### config.mk
export PLATFORM = sky130hd
export DESIGN_NAME = hex_display_arbiter_flat
export DESIGN_NICKNAME = d
export VERILOG_FILES = /design/src/rtl/hex_display_arbiter_pkg.sv /design/src/rtl/hex_display_arbiter_if.sv /design/src/rtl/hex_display_arbiter_bcd_seg_decoder.sv /design/src/rtl/hex_display_arbiter.sv /design/src/flat_wrapper.sv
export SDC_FILE = /design/constraint.sdc
export NUM_CORES = 1
export LEC_CHECK = 0
export ABC_AREA = 1
export CORE_AREA = 3 3 86 88
export DETAILED_ROUTE_END_ITERATION = 10
export DIE_AREA = 0 0 89 91
export PLACE_DENSITY = 0.81
export SLEW_MARGIN = 10
export SYNTH_ARGS = -nofsm -noshare
export SYNTH_HDL_FRONTEND = slang
export SYNTH_SLANG_ARGS = --single-unit
### constraint.sdc
create_clock -name CLOCK_50 -period 3 [get_ports CLOCK_50]
set_input_delay 0.6 -clock CLOCK_50 [delete_from_list [all_inputs] [get_ports CLOCK_50]]
set_output_delay 0.6 -clock CLOCK_50 [all_outputs]
set_load 0.1 [all_outputs]
### src/rtl/hex_display_arbiter_pkg.sv
// rtl/hex_display_arbiter_pkg.sv - shared constants and types for the hex display arbiter
package hex_display_pkg;

  localparam int NCH = 4;

  // Segment patterns indexed [0:6]; bit 0 is segment g, bit 6 is segment a.
  localparam logic [0:6] SEG_BLANK = 7'b0000000;

  localparam logic [0:6] SEG_DIGIT [0:9] = '{
    7'b0111111,  // 0
    7'b0000110,  // 1
    7'b1011011,  // 2
    7'b1001111,  // 3
    7'b1100110,  // 4
    7'b1101101,  // 5
    7'b1111101,  // 6
    7'b0000111,  // 7
    7'b1111111,  // 8
    7'b1101111   // 9
  };

  typedef enum logic {
    IDLE = 1'b0,
    SHOW = 1'b1
  } state_t;

endpackage

### src/rtl/hex_display_arbiter_if.sv
// rtl/hex_display_arbiter_if.sv - requester handshake and display pins bundle
interface hex_display_if;

  logic [3:0]  REQ_VALID;
  logic [15:0] REQ_DATA;
  logic [3:0]  REQ_READY;
  logic [0:6]  HEX0;
  logic [0:6]  HEX1;
  logic [3:0]  ACTIVE;
  logic        BUSY;

  // Requesters and the board side of the display.
  modport master (
    output REQ_VALID, REQ_DATA,
    input  REQ_READY, HEX0, HEX1, ACTIVE, BUSY
  );

  // The arbiter itself.
  modport slave (
    input  REQ_VALID, REQ_DATA,
    output REQ_READY, HEX0, HEX1, ACTIVE, BUSY
  );

endinterface

### src/rtl/hex_display_arbiter_bcd_seg_decoder.sv
// rtl/hex_display_arbiter_bcd_seg_decoder.sv - 4-bit value to tens/units seven-segment patterns
module bcd_seg_decoder
  import hex_display_pkg::*;
(
  input  logic [3:0] value,
  output logic [0:6] hex1,
  output logic [0:6] hex0
);

  // Values 10..15 show a leading 1 and the remainder in the units digit.
  always_comb begin
    hex1 = SEG_BLANK;
    hex0 = SEG_BLANK;
    if (value < 4'd10) begin
      hex1 = SEG_DIGIT[0];
      hex0 = SEG_DIGIT[value];
    end else begin
      hex1 = SEG_DIGIT[1];
      hex0 = SEG_DIGIT[value - 4'd10];
    end
  end

endmodule

### src/rtl/hex_display_arbiter.sv
// rtl/hex_display_arbiter.sv - round-robin sharing of one two-digit display among four requesters
module hex_display_arbiter
  import hex_display_pkg::*;
#(
  parameter int DWELL = 50_000_000
) (
  input  logic          CLOCK_50,
  input  logic          RESET,
  hex_display_if.slave  bus
);

  localparam int              CW       = $clog2(DWELL + 1);
  localparam logic [CW-1:0]   CNT_LAST = CW'(DWELL - 1);

  state_t           state_q, state_d;
  logic [CW-1:0]    count_q, count_d;
  logic [1:0]       last_grant_q, last_grant_d;
  logic [3:0]       value_q, value_d;
  logic [NCH-1:0]   active_q, active_d;
  logic             busy_q, busy_d;
  logic [0:6]       hex0_q, hex0_d;
  logic [0:6]       hex1_q, hex1_d;

  logic             arb_cycle;
  logic             grant_found;
  logic [1:0]       grant_idx;
  logic [1:0]       cand;
  logic [NCH-1:0]   grant_oh;
  logic             accept;
  logic [0:6]       dec_hex1, dec_hex0;

  // Round-robin pick: first valid channel searching upward from last_grant + 1.
  always_comb begin
    arb_cycle   = (state_q == IDLE) || (count_q == CNT_LAST);
    grant_found = 1'b0;
    grant_idx   = '0;
    cand        = '0;
    for (int i = 1; i <= NCH; i++) begin
      cand = last_grant_q + 2'(i);
      if (!grant_found && bus.REQ_VALID[cand]) begin
        grant_found = 1'b1;
        grant_idx   = cand;
      end
    end
    grant_oh      = grant_found ? (4'b0001 << grant_idx) : '0;
    // Held off during reset so no transfer is signalled while flops are cleared.
    accept        = arb_cycle && grant_found && !RESET;
    bus.REQ_READY = accept ? grant_oh : '0;
  end

  // Decode the value that will be latched this cycle so the segments land with ACTIVE.
  bcd_seg_decoder u_dec (
    .value (value_d),
    .hex1  (dec_hex1),
    .hex0  (dec_hex0)
  );

  // Next-state: accept reloads the dwell; otherwise count out the dwell and fall to IDLE.
  always_comb begin
    state_d      = state_q;
    count_d      = count_q;
    last_grant_d = last_grant_q;
    value_d      = value_q;
    active_d     = active_q;
    busy_d       = busy_q;
    if (accept) begin
      value_d      = bus.REQ_DATA[{grant_idx, 2'b00} +: 4];
      active_d     = grant_oh;
      last_grant_d = grant_idx;
      count_d      = '0;
      busy_d       = 1'b1;
      state_d      = SHOW;
    end else if (state_q == SHOW) begin
      if (count_q == CNT_LAST) begin
        state_d  = IDLE;
        count_d  = '0;
        active_d = '0;
        busy_d   = 1'b0;
      end else begin
        count_d = count_q + CW'(1);
      end
    end
    hex1_d = accept ? dec_hex1 : hex1_q;
    hex0_d = accept ? dec_hex0 : hex0_q;
  end

  // FSM and output registers; last_grant resets to 3 so channel 0 wins first.
  always_ff @(posedge CLOCK_50 or posedge RESET) begin
    if (RESET) begin
      state_q      <= IDLE;
      count_q      <= '0;
      last_grant_q <= 2'd3;
      value_q      <= '0;
      active_q     <= '0;
      busy_q       <= 1'b0;
      hex0_q       <= SEG_BLANK;
      hex1_q       <= SEG_BLANK;
    end else begin
      state_q      <= state_d;
      count_q      <= count_d;
      last_grant_q <= last_grant_d;
      value_q      <= value_d;
      active_q     <= active_d;
      busy_q       <= busy_d;
      hex0_q       <= hex0_d;
      hex1_q       <= hex1_d;
    end
  end

  assign bus.HEX0   = hex0_q;
  assign bus.HEX1   = hex1_q;
  assign bus.ACTIVE = active_q;
  assign bus.BUSY   = busy_q;

endmodule

### src/flat_wrapper.sv
// flat-port wrapper written by rule: the top's interface ports become plain ports
module hex_display_arbiter_flat import hex_display_pkg::*;
#(
  parameter int DWELL = 50_000_000
)
  (CLOCK_50, RESET, bus_REQ_VALID, bus_REQ_DATA, bus_REQ_READY, bus_HEX0, bus_HEX1, bus_ACTIVE, bus_BUSY);
  hex_display_if bus_i ();
  input  logic CLOCK_50;
  input  logic RESET;
  input wire logic [$bits(bus_i.REQ_VALID)-1:0] bus_REQ_VALID;
  input wire logic [$bits(bus_i.REQ_DATA)-1:0] bus_REQ_DATA;
  output wire logic [$bits(bus_i.REQ_READY)-1:0] bus_REQ_READY;
  output wire logic [$bits(bus_i.HEX0)-1:0] bus_HEX0;
  output wire logic [$bits(bus_i.HEX1)-1:0] bus_HEX1;
  output wire logic [$bits(bus_i.ACTIVE)-1:0] bus_ACTIVE;
  output wire logic [$bits(bus_i.BUSY)-1:0] bus_BUSY;
  assign bus_i.REQ_VALID = bus_REQ_VALID;
  assign bus_i.REQ_DATA = bus_REQ_DATA;
  assign bus_REQ_READY = bus_i.REQ_READY;
  assign bus_HEX0 = bus_i.HEX0;
  assign bus_HEX1 = bus_i.HEX1;
  assign bus_ACTIVE = bus_i.ACTIVE;
  assign bus_BUSY = bus_i.BUSY;
  hex_display_arbiter #(.DWELL(DWELL)) u_core (.CLOCK_50(CLOCK_50), .RESET(RESET), .bus(bus_i));
endmodule
==> metrics.md, run 1 <==
| Metric | Value |
|---|---|
| Fraction of registers with async set/reset | between 90% and 100% |
| Layout Utilization | approximately two thirds |
| Final WL | 8.76 mm |
| Buffers added on ports | between 40 and 50 |
| Number of nets with antenna violations after routing | 0 |
| Predominant post-synthesis flop cell | dfrtp_1 |
| FILL cells | around 480 |
| WP data required | about 2.4 ns |
| Post-route setup slack | around 0.043 ns |
| # H-tree levels | 2 |
| Fin. Hold Viols | 0 |
| Crit end category | output port |
| Clk_skew | 0.0183 ns |
| Final Setup Violations | 0 |
| Row count | 30 |
| Total GRT Usage | 22.2% |
| Detailed Place HPWL | roughly 6.3 mm |
| Setup Slack @ Placement | -0.257 ns |
| Root Buffer | clkbuf_8 |
| Core area | about 0.0067 sq mm |
| Syn Area/Cell | around 7.3 sq um |
| Static Leak | 2.20 nW |
| Final Net Count | around 570 |
| Max IR drop VDD | ~0.00016 V |
| TritonCTS clock tree | yes |
| CTS sink cnt | 47 |
| Max_cap viols | 0 |
| Post-CTS Hold Buffers | 0 |
| Post-Syn Instances | approximately 450 |
| Mapped Area | about 0.0033 sq mm |
| Die W | a little under 90 um |
| Worst Tran Pin Value | just over 0.6 ns |
| Crit path kind | flip-flop to output port |
| Initial Utilization | 49.5% |
| DRC Markers | 0 |
| Minimum clock period | around 3.0 ns |
| Initial antenna violation count | 0 |
| Vias in the first global route | around 3400 |
| Hold Path Class | flip-flop to flip-flop |
| Vias | 3371 |
| Register Area | roughly 0.0012 sq mm |
| Max-slew violation count | 0 |
| Slew HR | roughly 59% |
| CP max FO | 4 |
| Wire length per cell | 14.0 um |
| Synthesized Nets | 485 |
| Pin count of the biggest net entering global routing | 48 |
| Final period util | 98.6% |
| Die Y | a little over 90 um |
| CTS buffer count | 5 |
| First-pass GRT wire length | roughly 15 mm |
| Clock tree buffer depth | 2 |
| DR iter-0 viols | around 220 |
| Vias per cell | ~5.4 |
| Worst hold slack | roughly 0.5 ns |
| Share of layout cells above drive strength 1 | around a third |
| Clock-pin slew on the worst setup and hold paths | ~0.1 ns |
| 1st-pass router iterations | 5 |
| Layout area overhead | 33.2% |
| RSZ-0062 raised after global routing | true |
| #FFs+latches synth | 47 |
| Routability congestion estimate | 0.940 |
| Worst skew pair latency | roughly 0.31 ns |
| Status | finished clean |
| Ant diodes | 0 |
| I/O pin cnt | 45 |
| Full die area | approximately 0.0081 sq mm |
| Arrival time worst endpoint | 2.36 ns |
| Ys Warns | 0 |
| Register area share after synthesis | roughly 35% |
| Grt ovf | 0 |
| Post-synth EDFFs | 0 |
| Max Fclk | roughly 0.34 GHz |
| Area of the multi-input gates | ~0.0020 sq mm |
| Count of cell types in the netlist | 43 |
| Pwr per Cell Area | 262 mW/mm^2 |
| CP Launch Type | flip-flop |
## layer usage
metal	up-vias	part of all wire [%]	track usage (%)
met4	0	2.1	6.70
met1	1612	41	29.1
li1	1640	-	-
met2	99	52	37.1
met5	-	0	0
met3	20	4.8	3.54
## cell usage after synthesis (3+ instances only)
library cell  number  area [sq um]
dfrtp_1           45          1130
o21ai_1            3          15.0
nor4_1             4          25.0
nor3_1            16          80.1
nand2_1          116           435
nand2_4           10           113
nand2_2           16           100
inv_2              7          26.3
nor2_4             4          45.0
or2_1              3          18.8
buf_4              6          45.0
o21ai_0           13          65.1
nand3_1           36           180
a21oi_1           23           115
ha_1               9           113
nand4_1            8          50.1
nand3_2            9          90.1
nor2_2             3          18.8
inv_1             53           199
nor2_1            37           139
## worst max-delay path: stages (launching register included)
cell and delay, ns:
dfstp_2 0.56, buf_4 0.14, nand2_1 0.06, a21oi_1 0.23, nor2_1 0.11, nand3_4 0.12
buf_4 0.13, nand2_4 0.05, nor2_4 0.11, inv_2 0.07, buf_4 0.15, nor2_4 0.13
buf_12 0.18
## kinds of logic (layout without fill, tap and decap cells)
group	count (synthesis)	after routing	share of synthesized area [%]
compound gates	50	50	8.61
xor+xnor	2	2	0.527
fa+ha+maj	9	9	3.38
buf+inv	74	164	9.85
flops	47	47	35.4
other cells	1	1	0.113
simple gates	271	271	42.1
## flip-flops by register name, indices dropped and copies added, names as in the netlist
name	flops
u_core.count_q	26
u_core.last_grant_q	2
u_core.bus.ACTIVE	4
u_core.value_q	4
u_core.state_q	1
u_core.bus.HEX0	7
u_core.bus.BUSY	1
u_core.bus.HEX1	2
## repair_timing
item                       4_1_cts  5_1_grt
setup buffers                    9        7
pin swaps                        7       16
setup endpoints to repair        4       21
gates resized for setup         10       38
hold endpoints to repair         0        0
## cell usage in the layout, fill, tap and decap left out, drive strengths merged
| master | netlist | layout |
|---|---|---|
| a31oi | 2 | 2 |
| buf | 10 | 73 |
| dfstp | 2 | 2 |
| inv | 62 | 61 |
| a21oi | 24 | 24 |
| or2 | 5 | 5 |
| nor2 | 44 | 44 |
| o2111ai | 1 | 1 |
| nand3 | 47 | 47 |
| xor2 | 2 | 2 |
| nor2b | 1 | 1 |
| dlymetal6s2s | 0 | 1 |
| clkinvlp | 0 | 3 |
| a21o | 1 | 1 |
| conb | 1 | 1 |
| a21boi | 1 | 1 |
| a211oi | 2 | 2 |
| ha | 9 | 9 |
| nor4 | 6 | 6 |
| clkinv | 0 | 1 |
| nand4 | 8 | 8 |
| o21ai | 17 | 17 |
| dfrtp | 45 | 45 |
| o21a | 2 | 2 |
| nand3b | 2 | 2 |
| nor3 | 16 | 16 |
| nand2 | 142 | 142 |
| dlygate4sd2 | 0 | 3 |
| clkbuf | 2 | 5 |
| clkdlybuf4s50 | 0 | 17 |
## cell type report
cell class              count  share of cell area (%)
clock buffers               5                    1.55
flip-flops and latches     47                    26.6
clock inverters             3                   0.452
repair buffers             94                    19.2
well taps                  80                    2.26
inverters                  62                    5.73
multi-input cells         333                    44.2
## per-stage QoR
step / TNS [ns] / cell area, sq um / power, mW / instances
2_1_floorplan: -0.583 / 3350 / 0.710 / 454
3_3_place_gp: -0.739 / 4060 / 0.768 / 600
3_5_place_dp: -1.64 / 4060 / 0.771 / 600
4_1_cts: 0 / 4250 / 1.15 / 617
5_1_grt: -0.321 / 4430 / 1.20 / 624
6_report: 0 / 4430 / 1.16 / 624
## worst paths after layout
path	from	to	slack (ns)	cells past startpoint
worst max-delay path	u_core.last_grant_q[0]	bus_REQ_READY[1]	0.04	12
worst min-delay path	u_core.bus.HEX0[1]	u_core.bus.HEX0[1]	0.50	2
worst max register to register	u_core.last_grant_q[0]	u_core.bus.HEX0[0]	0.09	21
worst min register to register	u_core.bus.HEX0[1]	u_core.bus.HEX0[1]	0.50	2
max in group asynchronous	RESET	u_core.count_q[24]	1.70	3
min in group asynchronous	RESET	u_core.value_q[2]	0.89	3
## power by group
part / switching (mW) / internal (mW) / total, mW
sequential: 0 / 0.633 / 0.633
clock: 0.230 / 0.163 / 0.393
combinational: 0.0747 / 0.0627 / 0.137
(Power assumes the default switching activity.)
==> run 2: changes to the inputs <==
--- a/config.mk
+++ b/config.mk
@@ -9,6 +9,7 @@
 export CORE_AREA = 3 3 86 88
 export DETAILED_ROUTE_END_ITERATION = 10
 export DIE_AREA = 0 0 89 91
+export HOLD_SLACK_MARGIN = 0.12
 export PLACE_DENSITY = 0.81
 export SLEW_MARGIN = 10
 export SYNTH_ARGS = -nofsm -noshare
==> results of run 2 <==
Same layout as run 1: the final DEF is identical, and so are final timing and power.
==> run 3: changes to the inputs <==
--- a/config.mk
+++ b/config.mk
@@ -6,11 +6,12 @@
 export NUM_CORES = 1
 export LEC_CHECK = 0
 export ABC_AREA = 1
-export CORE_AREA = 3 3 86 88
+export CORE_AREA = 3 3 84 86
+export CTS_BUF_LIST = sky130_fd_sc_hd__clkbuf_4 sky130_fd_sc_hd__clkbuf_8
 export DETAILED_ROUTE_END_ITERATION = 10
-export DIE_AREA = 0 0 89 91
+export DIE_AREA = 0 0 87 89
 export HOLD_SLACK_MARGIN = 0.12
-export PLACE_DENSITY = 0.81
+export PLACE_DENSITY = 0.84
 export SLEW_MARGIN = 10
 export SYNTH_ARGS = -nofsm -noshare
 export SYNTH_HDL_FRONTEND = slang
==> run 3 against run 2 <==
Against the previous run: combinational power barely moved; via count down 1.8%; setup slack got worse by 0.032 ns; wire length fell by 2.4%; hold slack better by 0.0038 ns; clock skew down 0.0021 ns; utilization up 3.1 points; non-clock buffer count is 2 lower; sequential power barely moved; die area down 4.4%; final cell count is 0.96% lower.
==> metrics.md, run 3 (synthesis results as in run 1) <==
| Metric | Value |
|---|---|
| Status | finished clean |
| Crit path buf inv count | 5 (unchanged) |
| Gate power share | 11.4% (-0.4 points) |
| Area after DPL | 0.00407 sq mm (+0.15%) |
| Most frequent cells in the layout | 110 x nand2_1, 61 x buf_4, 49 x inv_1, 45 x dfrtp_1, 34 x nand3_1 |
| Grt ovf | 0 (unchanged) |
| Pwr per Cell Area | 267 mW/mm^2 (+1.7%) |
| I/O pin cnt | 45 (unchanged) |
| Worst path top cell family by delay | buffers and inverters |
| Full die area | 0.00774 sq mm (-4.4%) |
| R2R depth | 19 (-9.5%) |
| Hold_sp | u_core.bus.BUSY |
| Most common cell after layout, fill and taps aside | nand2_1 |
| Static Leak | 2.20 nW (-0.24%) |
| DRC Markers | 0 (unchanged) |
| Share of power burned in the clock network | 34.5% (+0.7 points) |
| Setup TNS | 0 ns (unchanged) |
| Buffers added on ports | 43 (unchanged) |
| Reg power frac | 54.1% (-0.3 points) |
| Total GRT Usage | 22.5% (+0.28 points) |
| Worst Tran Pin Value | 0.598 ns (-0.0108 ns) |
| Setup Slack @ Placement | -0.262 ns (-0.00506 ns) |
| CTS buffer count | 5 (unchanged) |
| CP Launch Type | flip-flop |
| Hold Path Class | flip-flop to flip-flop |
| Slew HR | 60.2% (+0.72 points) |
| Clock tree buffer depth | 2 (unchanged) |
| CP max stage delay | 0.55 ns (about the same) |
| Max Fclk | 0.335 GHz (-1.1%) |
| Post-route cell area | 0.00439 sq mm (-1.1%) |
| Final Net Count | 572 (-0.35%) |
| Final period util | 99.6% (+1.1 points) |
| Final WL | 8.55 mm (-2.4%) |
| Vias in the first global route | 3262 (-3.1%) |
| RSZ-0062 raised after global routing | true |
| Initial Utilization | 52.4% (+2.9 points) |
| Root Buffer | clkbuf_8 |
| CP max FO | 10 (+6) |
| Switch Pwr | 0.291 mW (-4.4%) |
| Share of layout cells above drive strength 1 | 30.3% (-1.7 points) |
| Max-slew violation count | 0 (unchanged) |
| Crit-path cells | buf_12 > nand2_1 > a21oi_1 > nor2_1 > nand3_4 > buf_4 > nand2_4 > nor2_4 > inv_4 > buf_4 > nor2_4 > buf_12 |
| TritonCTS clock tree | yes |
| Pin count of the biggest net entering global routing | 48 (unchanged) |
| First-pass GRT wire length | 14.0 mm (-5.0%) |
| Vias | 3311 (-1.8%) |
| Hold endpoint | u_core.bus.BUSY |
| Detailed Place HPWL | 6.38 mm (+0.85%) |
| Flop2flop setup slack | 0.02 ns (-0.07 ns) |
| Layout area overhead | 31.8% |
| FILL cells | 469 (-3.1%) |
| # H-tree levels | 2 (unchanged) |
| 1st-pass router iterations | 5 (unchanged) |
| Post-route setup slack | 0.0107 ns (-0.0319 ns) |
| RR Startpoint | u_core.last_grant_q[0] |
| Die W | 87 um (-2.2%) |
| Clk_skew | 0.0163 ns (-0.00207 ns) |
| Net Sw Frac | 24.9% (-1.3 points) |
| Slowest CP cell | dfstp_2 |
| Arrival time worst endpoint | 2.39 ns (+0.03 ns) |
| Layout Utilization | 69.1% (+3.1 points) |
| Max_cap viols | 0 (unchanged) |
| Final Setup Violations | 0 (unchanged) |
| Core area | 0.00635 sq mm (-5.5%) |
| Crit path kind | flip-flop to output port |
| Number of nets with antenna violations after routing | 0 (unchanged) |
| CTS sink cnt | 47 (unchanged) |
| Routability congestion estimate | 0.932 (-0.82%) |
| Minimum clock period | 2.99 ns (+0.0319 ns) |
| Die Y | 89 um (-2.2%) |
| Hold depth | 2 (unchanged) |
| Fin. Hold Viols | 0 (unchanged) |
| Row count | 29 (-3.3%) |
| Vias per cell | 5.36 (-0.83%) |
| Clock-pin slew on the worst setup and hold paths | 0.10 ns (about the same) |
| Biggest register | u_core.count_q |
| Max reg flops | 26 (unchanged) |
| Int Pwr | 0.879 mW (+2.4%) |
| Initial antenna violation count | 0 (unchanged) |
| Max IR drop VDD | 0.000191 V (+18%) |
| Wire length per cell | 13.8 um (-1.5%) |
| WP data required | 2.40 ns (about the same) |
| DR iter-0 viols | 161 (-26%) |
| R2r endpoint | u_core.bus.HEX0[3] |
| Ant diodes | 0 (unchanged) |
| Worst skew pair latency | 0.31 ns (about the same) |
| Crit end category | output port |
[run 3: stage by stage]
stage / hold slack, ns / total power, mW / cells
finish: 0.506 / 1.17 / 618
global route: 0.534 / 1.22 / 618
CTS: 0.510 / 1.17 / 614
detailed placement: 0.487 / 0.767 / 600
global placement: 0.461 / 0.764 / 600
floorplan: 0.455 / 0.710 / 454
[run 3: power by group through the flow]
stage          clock, mW  sequential, mW  combinational, mW
2_1_floorplan          0           0.646             0.0642
3_5_place_dp           0           0.646              0.122
4_1_cts            0.417           0.633              0.124
6_report           0.403           0.633              0.134
5_1_grt            0.436           0.633              0.146
3_3_place_gp           0           0.646              0.118
[run 3: metal layers]
metal / routed length [um] / track usage [%]
met1: 3500 / 26.8
met2: 4480 / 41.5
met3: 337 / 2.76
met4: 220 / 7.93
met5: 0 / 0
[run 3: worst max path at each step]
stage               slack, ns            endpoint  depth (start not counted)              startpoint
global route            -0.13  u_core.bus.HEX0[3]                         19  u_core.last_grant_q[0]
floorplan               -0.19    bus_REQ_READY[1]                          6                   RESET
finish                   0.01    bus_REQ_READY[2]                         12  u_core.last_grant_q[0]
detailed placement      -0.26  u_core.bus.HEX0[6]                         21        bus_REQ_VALID[1]
global placement        -0.18  u_core.bus.HEX0[6]                         21        bus_REQ_VALID[3]
CTS                     0.009    bus_REQ_READY[0]                         14       u_core.count_q[1]
[run 3: worst reg2reg max path: stages, from the launching register on]
cell     delay (ns)
dfstp_2        0.55
buf_12         0.13
nand2_1        0.09
a21oi_1        0.26
nor2_1         0.13
nand3_4        0.12
nand2_2        0.07
nor2_4         0.14
buf_6          0.12
nand2_1        0.04
nand2_1        0.06
nand2_1        0.06
nand3_1        0.09
nand2_2        0.11
buf_6          0.15
ha_1           0.33
nand2_2        0.10
nand4_1        0.14
nand2_1        0.13
nand3_2        0.06
[run 3: layout make-up]
cell class | instances | area [sq um] | area share, %
Multi-Input combinational cell | 333 | 1950 | 44.4
Inverter | 62 | 251 | 5.73
Tap cell | 77 | 96.3 | 2.20
Timing Repair Buffer | 92 | 820 | 18.7
Sequential cell | 47 | 1180 | 26.9
Clock inverter | 1 | 8.76 | 0.200
Clock buffer | 6 | 82.6 | 1.88
[run 3: repair_timing]
action                     4_1_cts  5_1_grt
hold buffers                     0        0
resized for setup               10       29
pin swaps                        6       11
setup endpoints to repair        4       11
gates cloned                     0        0
hold endpoints to repair         0        0
buffers inserted                 7        4
